[src/rtl/io_sched.sv]
// rtl/io_sched.sv - round-robin lane scheduler driving io_block select codes.
// Optional turnaround cycle between grant and transfer: define IO_SCHED_TURNAROUND_EN.
module io_sched #(
  parameter int wire_width = 3,
  parameter int burst_len  = 4
) (
  input  logic                      clk,
  input  logic                      rst,
  input  logic [wire_width-1:0]     req,
  input  logic [wire_width-1:0]     dir,
  output logic [wire_width-1:0]     gnt,
  output logic                      busy,
  output logic [2*wire_width-1:0]   select
);

  localparam int LW = (wire_width > 1) ? $clog2(wire_width) : 1;

  typedef enum logic [1:0] {IDLE = 2'd0, TURN = 2'd1, XFER = 2'd2} state_t;

  state_t                  state_q, state_d;
  logic [LW-1:0]           ptr_q, ptr_d;
  logic [LW-1:0]           lane_q, lane_d;
  logic                    dir_q, dir_d;
  logic [3:0]              beat_q, beat_d;
  logic [wire_width-1:0]   gnt_q, gnt_d;
  logic                    busy_q, busy_d;
  logic [2*wire_width-1:0] sel_q, sel_d;

  logic                    found;
  logic [LW-1:0]           win;
  int                      idx;

  // Rotating search: first requester at or after the pointer, wrapping.
  always_comb begin
    found = 1'b0;
    win   = '0;
    idx   = 0;
    for (int i = 0; i < wire_width; i++) begin
      idx = int'(ptr_q) + i;
      if (idx >= wire_width) idx = idx - wire_width;
      if (!found && req[LW'(idx)]) begin
        found = 1'b1;
        win   = LW'(idx);
      end
    end
  end

  always_ff @(posedge clk) begin
    if (rst) begin
      state_q <= IDLE;
      ptr_q   <= '0;
      lane_q  <= '0;
      dir_q   <= 1'b0;
      beat_q  <= '0;
      gnt_q   <= '0;
      busy_q  <= 1'b0;
      sel_q   <= '0;
    end else begin
      state_q <= state_d;
      ptr_q   <= ptr_d;
      lane_q  <= lane_d;
      dir_q   <= dir_d;
      beat_q  <= beat_d;
      gnt_q   <= gnt_d;
      busy_q  <= busy_d;
      sel_q   <= sel_d;
    end
  end

  always_comb begin
    state_d = state_q;
    ptr_d   = ptr_q;
    lane_d  = lane_q;
    dir_d   = dir_q;
    beat_d  = beat_q;
    unique case (state_q)
      IDLE: begin
        if (found) begin
          lane_d = win;
          dir_d  = dir[win];
          beat_d = '0;
`ifdef IO_SCHED_TURNAROUND_EN
          state_d = TURN;
`else
          state_d = XFER;
`endif
        end
      end
      TURN: begin
        beat_d  = '0;
        state_d = XFER;
      end
      XFER: begin
        // The cycle in which req drops is still a beat; exit on its closing edge.
        beat_d = beat_q + 4'd1;
        if (beat_q == 4'(burst_len - 1) || !req[lane_q]) begin
          state_d = IDLE;
          ptr_d   = (lane_q == LW'(wire_width - 1)) ? '0 : lane_q + LW'(1);
        end
      end
      default: state_d = IDLE;
    endcase
  end

  // Outputs are decoded from next state so the registered copies line up with state_q.
  always_comb begin
    gnt_d  = '0;
    sel_d  = '0;
    busy_d = (state_d != IDLE);
    if (state_d == XFER) begin
      gnt_d[lane_d]              = 1'b1;
      sel_d[2*int'(lane_d) +: 2] = dir_d ? 2'b01 : 2'b10;
    end
  end

  assign gnt    = gnt_q;
  assign busy   = busy_q;
  assign select = sel_q;

endmodule

[config.mk]
export PLATFORM = sky130hd
export DESIGN_NAME = io_sched
export DESIGN_NICKNAME = d
export VERILOG_FILES = /design/src/rtl/io_sched.sv
export SDC_FILE = /design/constraint.sdc
export NUM_CORES = 1
export LEC_CHECK = 0
export ABC_AREA = 1
export BUFFER_PORTS_ARGS = -buffer_cell sky130_fd_sc_hd__buf_2
export CAP_MARGIN = 0
export CORE_MARGIN = 3
export CORE_UTILIZATION = 49
export CTS_BUF_LIST = sky130_fd_sc_hd__clkbuf_8 sky130_fd_sc_hd__clkbuf_16
export CTS_CLUSTER_SIZE = 24
export DETAILED_ROUTE_END_ITERATION = 12
export GPL_TIMING_DRIVEN = 0
export PLACE_DENSITY = 0.71
export SYNTH_ARGS = -nofsm -noshare
export SYNTH_HDL_FRONTEND = slang
export SYNTH_SLANG_ARGS = --single-unit
[constraint.sdc]
create_clock -name clk -period 2.4 [get_ports clk]
set_input_delay 0.48 -clock clk [delete_from_list [all_inputs] [get_ports clk]]
set_output_delay 0.48 -clock clk [all_outputs]
set_load 0.01 [all_outputs]
==> results.tsv, run 1 <==
metric	value	unit
synth-edff-count	0	
ys_ff_latch	21	
holdBufCountCts	0	
yosysSeqAreaShare	34.71	%
grt_max_degree	13	
first_global_vias	1084	
die-area	3104	um2
std_cell_rows	17	
r2r-start	ptr_q[1]	
die_y	55.72	um
vias_per_cell	5.121	
r2r_setup_slack	0.10	ns
leakagePower	0.7441	nW
cts_tree	done	
slew_viol_final	0	
status	finished, final reports clean	
cts_root_buffer	clkbuf_8	
hold_start	ptr_q[1]	
synthFlopType	dfxtp_1	
critPathMaxFanout	8	
p_per_area	702.6	nW/um2
wl_per_cell	11.84	um
grt_antenna_before_repair	0	
numPortBuffers	17	
final_antenna_net_count	0	
coreArea	2276	um2
drv_cap	0	
gp_congestion	0.9276	
hold_violations	0	
place_hpwl	1.876	mm
placedInstanceArea	1331	um2
arrival	2.50	ns
min_to	ptr_q[1]	
combinationalPowerShare	40.9	%
finalCritPeriodShare	95.83	%
ctsHtreeMaxLevel	1	
reg2reg_depth	14	
layout_min_cycle_time	2.300	ns
critPathLaunchType	register	
final_area	1508	um2
drc	0	
nNetsFinal	213	
worstHoldPathCells	2	
initial_utilization	53.22	%
grt_pass1_wl	4.257	mm
synthArstFlopShare	0	%
p_sw_share	36.89	%
cts_buffer_depth	2	
p_sw	0.3907	mW
drt_wl_total	2.652	mm
pwr-share-clk	21.6	%
drt_pre_antenna_iters	4	
drive_gt1_share	34.69	%
power_frac_seq	37.5	%
fmax	434.8	MHz
vias	1147	
synthCells	169	
path_class	reg2reg	
skew	0.004473	ns
syn_area_per_cell	7.167	um2
cts_num_sinks	21	
dieWidth	55.72	um
drtIter0Drc	21	
clkTransAtPathRegs	0.07	ns
cp-end-kind	register	
synth.net_count	185	
synth_cell_types	24	
fin_tns_setup	0	ns
regToRegEndpoint	select[0]	
num_antenna_cells	0	
cts_made_buffers	3	
syn_area	1211	um2
p_int	0.6686	mW
finalSetupViolCount	0	
grt.overflow.total	0	
track_usage	17.14	%
ioPinCount	18	
clock_latency	0.26	ns
yosys_warnings	0	
vdd_drop_max	0.6242	mV
syn_to_final_growth	24.48	%
hold_class	reg2reg	
worst_ep_required_time	2.61	ns
## state kept, by name, indices dropped and copies added (netlist names)
| signal | cells |
|---|---|
| gnt | 3 |
| ptr_q | 2 |
| busy | 1 |
| state_q | 2 |
| select | 6 |
| lane_q | 2 |
| beat_q | 4 |
| dir_q | 1 |
## how the worst max path moves through the flow
stage | from | to | slack, ns | cells past startpoint
after floorplan | ptr_q[0] | select[0] | 0.06 | 13
after global placement | ptr_q[0] | select[0] | -0.23 | 13
after detailed placement | ptr_q[0] | select[0] | -0.32 | 13
after CTS | ptr_q[0] | select[0] | 0.02 | 15
after global routing | ptr_q[1] | select[0] | -0.04 | 14
final | ptr_q[1] | select[0] | 0.10 | 14
## metrics by stage
stage | std cells | hold WS [ns] | total power [mW] | setup slack, ns | util (%)
floorplan | 169 | 0.4502 | 0.6568 | 0.05644 | -
global placement | 214 | 0.4684 | 0.7186 | -0.2334 | 58.49
detailed placement | 214 | 0.4884 | 0.7306 | -0.3151 | 58.49
CTS | 221 | 0.4817 | 0.9923 | 0.01669 | 62.56
global route | 224 | 0.4983 | 1.140 | -0.04345 | 66.25
finish | 224 | 0.4896 | 1.059 | 0.1002 | 66.25
## synthesized netlist by cell type, types with 2 or more instances
master / instances / area (um2)
nand3_1: 21 / 105.1
a21oi_1: 8 / 40.04
dfxtp_1: 21 / 420.4
inv_2: 4 / 15.01
nand2_2: 3 / 18.77
o21ai_0: 5 / 25.02
o211ai_1: 2 / 15.01
nor2_1: 21 / 78.83
inv_1: 24 / 90.09
nand2_1: 32 / 120.1
ha_1: 8 / 100.1
nand3_2: 8 / 80.08
## power by group through the flow
stage | Combinational (mW) | Clock (mW) | Sequential, mW
6_report | 0.433 | 0.229 | 0.397
3_3_place_gp | 0.319 | 0 | 0.400
3_5_place_dp | 0.329 | 0 | 0.401
2_1_floorplan | 0.251 | 0 | 0.406
5_1_grt | 0.485 | 0.255 | 0.401
4_1_cts | 0.356 | 0.241 | 0.395
## per-layer routing
metal | up-vias | part of all wire (%) | GRT usage, %
met4 | 0 | 3.8 | 13.54
met1 | 522 | 42 | 19.32
met3 | 9 | 4.4 | 4.176
met5 | - | 0 | 0
met2 | 32 | 50 | 27.36
li1 | 584 | - | -
## cells by family after synthesis
kind of cell               after synthesis  synth area share, %
adders and majority gates                8                8.265
buffers and inverters                   30                10.12
other                                    1               0.3096
DFF                                     21                34.71
AOI/OAI and AO/OA                       19                9.711
and+or+nand+nor                         90                36.88
## worst max-delay path, cell delays in order, from the launching register on
cell and delay [ns]:
dfxtp_2 0.35, inv_2 0.06, ha_2 0.16, buf_6 0.13
inv_4 0.04, nand3_1 0.09, nand3_2 0.10, nor2_4 0.19
a21oi_4 0.09, buf_4 0.15, o21ai_4 0.26, ha_4 0.26
nor2_2 0.14, nand3_2 0.12, a21oi_2 0.10
## what timing repair did
item,CTS,global route
pin swaps,2,8
resized for setup,4,18
setup buffers,3,3
setup endpoints to repair,9,6
## layout by cell type (no fill, tap or decap), drive strengths merged
cell type / synthesis / layout
nand2: 36 / 36
inv: 29 / 29
nand3: 29 / 29
buf: 1 / 24
nor2: 22 / 22
dfxtp: 21 / 21
a21oi: 9 / 9
ha: 8 / 8
o21ai: 6 / 6
clkbuf: 0 / 3
or2: 3 / 3
o211ai: 2 / 2
o21a: 1 / 1
o31ai: 1 / 1
clkinv: 0 / 1
conb: 1 / 1
## layout make-up
class / count / area, um2
clock inverters: 1 / 5.005
well taps: 28 / 35.03
flip-flops and latches: 21 / 422.9
inverters: 29 / 113.9
fillers: 195 / 768.2
multi-input cells: 118 / 748.2
repair buffers: 23 / 130.1
plain buffers: 1 / 11.26
clock buffers: 3 / 41.29
Note: power is estimated with default switching activity, not from simulation.
==> run 2: changes to the inputs <==
--- a/config.mk
+++ b/config.mk
@@ -8,6 +8,7 @@
 export ABC_AREA = 1
 export BUFFER_PORTS_ARGS = -buffer_cell sky130_fd_sc_hd__buf_2
 export CAP_MARGIN = 0
+export CORE_ASPECT_RATIO = 1.2
 export CORE_MARGIN = 3
 export CORE_UTILIZATION = 49
 export CTS_BUF_LIST = sky130_fd_sc_hd__clkbuf_8 sky130_fd_sc_hd__clkbuf_16
==> results.tsv, run 2 (synthesized netlist as in run 1, its figures left out) <==
metric	value	unit	change
status	finished, final reports clean		unchanged
track_usage	17.27	%	was 17.14%
place_hpwl	1.931	mm	was 1.876 mm
critPathMaxFanout	7		was 8
finalSetupViolCount	0		unchanged
cts_tree	done		unchanged
slew_viol_final	0		unchanged
r2r-start	ptr_q[0]		was ptr_q[1]
drive_gt1_share	32.99	%	was 34.69%
reg2reg_depth	14		unchanged
hold_violations	0		unchanged
preCtsSetupSlack	-0.3458	ns	was -0.3151 ns
drc	0		unchanged
drv_cap	0		unchanged
fmax	432.2	MHz	was 434.8 MHz
path_common_cell	ha_4		was nand3_2
regToRegEndpoint	select[0]		unchanged
gp_congestion	0.7304		was 0.9276
layout_min_cycle_time	2.314	ns	was 2.300 ns
r2r_setup_slack	0.09	ns	was 0.10 ns
arrival	2.49	ns	was 2.50 ns
drt_pre_antenna_iters	4		unchanged
grt.busiest_layer	met2		unchanged
cts_num_sinks	21		unchanged
first_global_vias	1074		was 1084
final_area	1496	um2	was 1508 um2
hold_class	in2reg		was reg2reg
std_cell_rows	19		was 17
die_y	60.46	um	was 55.72 um
die-area	3107	um2	was 3104 um2
p_per_area	682.8	nW/um2	was 702.6 nW/um2
setup_ws	0.08614	ns	was 0.1002 ns
vias	1107		was 1147
num_antenna_cells	0		unchanged
dieWidth	51.39	um	was 55.72 um
cts_buffer_depth	2		unchanged
final_util	64.23	%	was 66.25%
placedInstanceArea	1335	um2	was 1331 um2
stdcell_count	225		was 224
grt_util_met2	33.27	%	was 27.36%
worst_ep_required_time	2.58	ns	was 2.61 ns
final_common_cell	nand2_1		unchanged
cp_slowest_stage_delay	0.34	ns	was 0.35 ns
drtIter0Drc	31		was 21
finalCritPeriodShare	96.41	%	was 95.83%
skew	0.007996	ns	was 0.004473 ns
critPathLaunchType	register		unchanged
clock_latency	0.25	ns	was 0.26 ns
n_fill_cell	232		was 195
nNetsFinal	211		was 213
wl_per_cell	11.27	um	was 11.84 um
ioPinCount	18		unchanged
grt_antenna_before_repair	0		unchanged
syn_to_final_growth	23.55	%	was 24.48%
slowest_stage	dfxtp_2		unchanged
crit_start	ptr_q[0]		was ptr_q[1]
final_antenna_net_count	0		unchanged
holdBufCountCts	0		unchanged
numPortBuffers	17		unchanged
leakagePower	0.7374	nW	was 0.7441 nW
clkTransAtPathRegs	0.07	ns	about the same
cts_root_buffer	clkbuf_8		unchanged
numPlacedInstances	217		was 214
met1_usage	18.88	%	was 19.32%
timing.hold.ws	0.4832	ns	was 0.4896 ns
initial_utilization	51.99	%	was 53.22%
vdd_drop_max	0.6045	mV	was 0.6242 mV
grt_max_degree	12		was 13
path_class	reg2reg		unchanged
grt_pass1_wl	4.195	mm	was 4.257 mm
largest_register_ffs	6		unchanged
cts_made_buffers	3		unchanged
endpoint	select[0]		unchanged
power	1.022	mW	was 1.059 mW
grtUsageMet3	2.211	%	was 4.176%
coreArea	2330	um2	was 2276 um2
grt.overflow.total	0		unchanged
cp_cell_sequence	inv_2, ha_4, inv_4, nand2_1, nand3_1, nand2_2, nor2_4, a21oi_4, or2_4, nand2_8, ha_4, nor2_2, nand3_2, a21oi_1		was inv_2, ha_2, buf_6, inv_4, nand3_1, nand3_2, nor2_4, a21oi_4, buf_4, o21ai_4, ha_4, nor2_2, nand3_2, a21oi_2
drt_wl_total	2.536	mm	was 2.652 mm
cp-end-kind	register		unchanged
vias_per_cell	4.920		was 5.121
fin_tns_setup	0	ns	unchanged
final_cell_mix	nand2_1 (30), inv_1 (22), nor2_1 (19), dfxtp_1 (19), nand3_1 (18)		was nand2_1 (31), inv_1 (22), nand3_1 (19), dfxtp_1 (19)
worstHoldPathCells	2		unchanged
ctsHtreeMaxLevel	1		unchanged
-- run 2: what timing repair did --
action / 4_1_cts / 5_1_grt
pin swaps: 2 / 8
cloned: 0 / 0
resized for setup: 4 / 19
buffers inserted: 3 / 1
endpoints found under the setup margin: 9 / 7
-- run 2: critical path: cells and delay by family (launching register included) --
family                     cells  cell delay [ns]
and+or+nand+nor                8             1.05
adders and majority gates      2             0.48
DFF                            1             0.34
AOI/OAI and AO/OA              2             0.24
buffers and inverters          2             0.14
-- run 2: cell type report --
cell class              instances  area (um2)  share of cell area, %
well taps                      31       38.79                  2.592
inverters                      29       113.9                  7.609
multi-input cells             118       743.2                  49.67
flip-flops and latches         21       425.4                  28.43
repair buffers                 21       118.9                  7.943
clock inverters                 1       3.754                 0.2508
plain buffers                   1       11.26                 0.7525
clock buffers                   3       41.29                  2.759
-- run 2: how the worst min path moves through the flow --
stage                     slack, ns       from        end
after floorplan                0.45  beat_q[1]  beat_q[1]
after global placement         0.47  beat_q[1]  beat_q[1]
after detailed placement       0.50   ptr_q[1]   ptr_q[1]
after CTS                      0.48        rst  beat_q[2]
after global routing           0.49        rst  lane_q[0]
final                          0.48        rst  beat_q[2]
-- run 2: metal layers --
layer | vias up | share of wire [%]
li1 | 585 | -
met1 | 505 | 43
met2 | 13 | 55
met3 | 4 | 1.6
met4 | 0 | 1.2
met5 | - | 0
-- run 2: power by group --
group	switching, mW	internal (mW)	total (mW)
logic	0.250	0.159	0.409
clock network	0.102	0.114	0.216
registers	0.0179	0.379	0.396
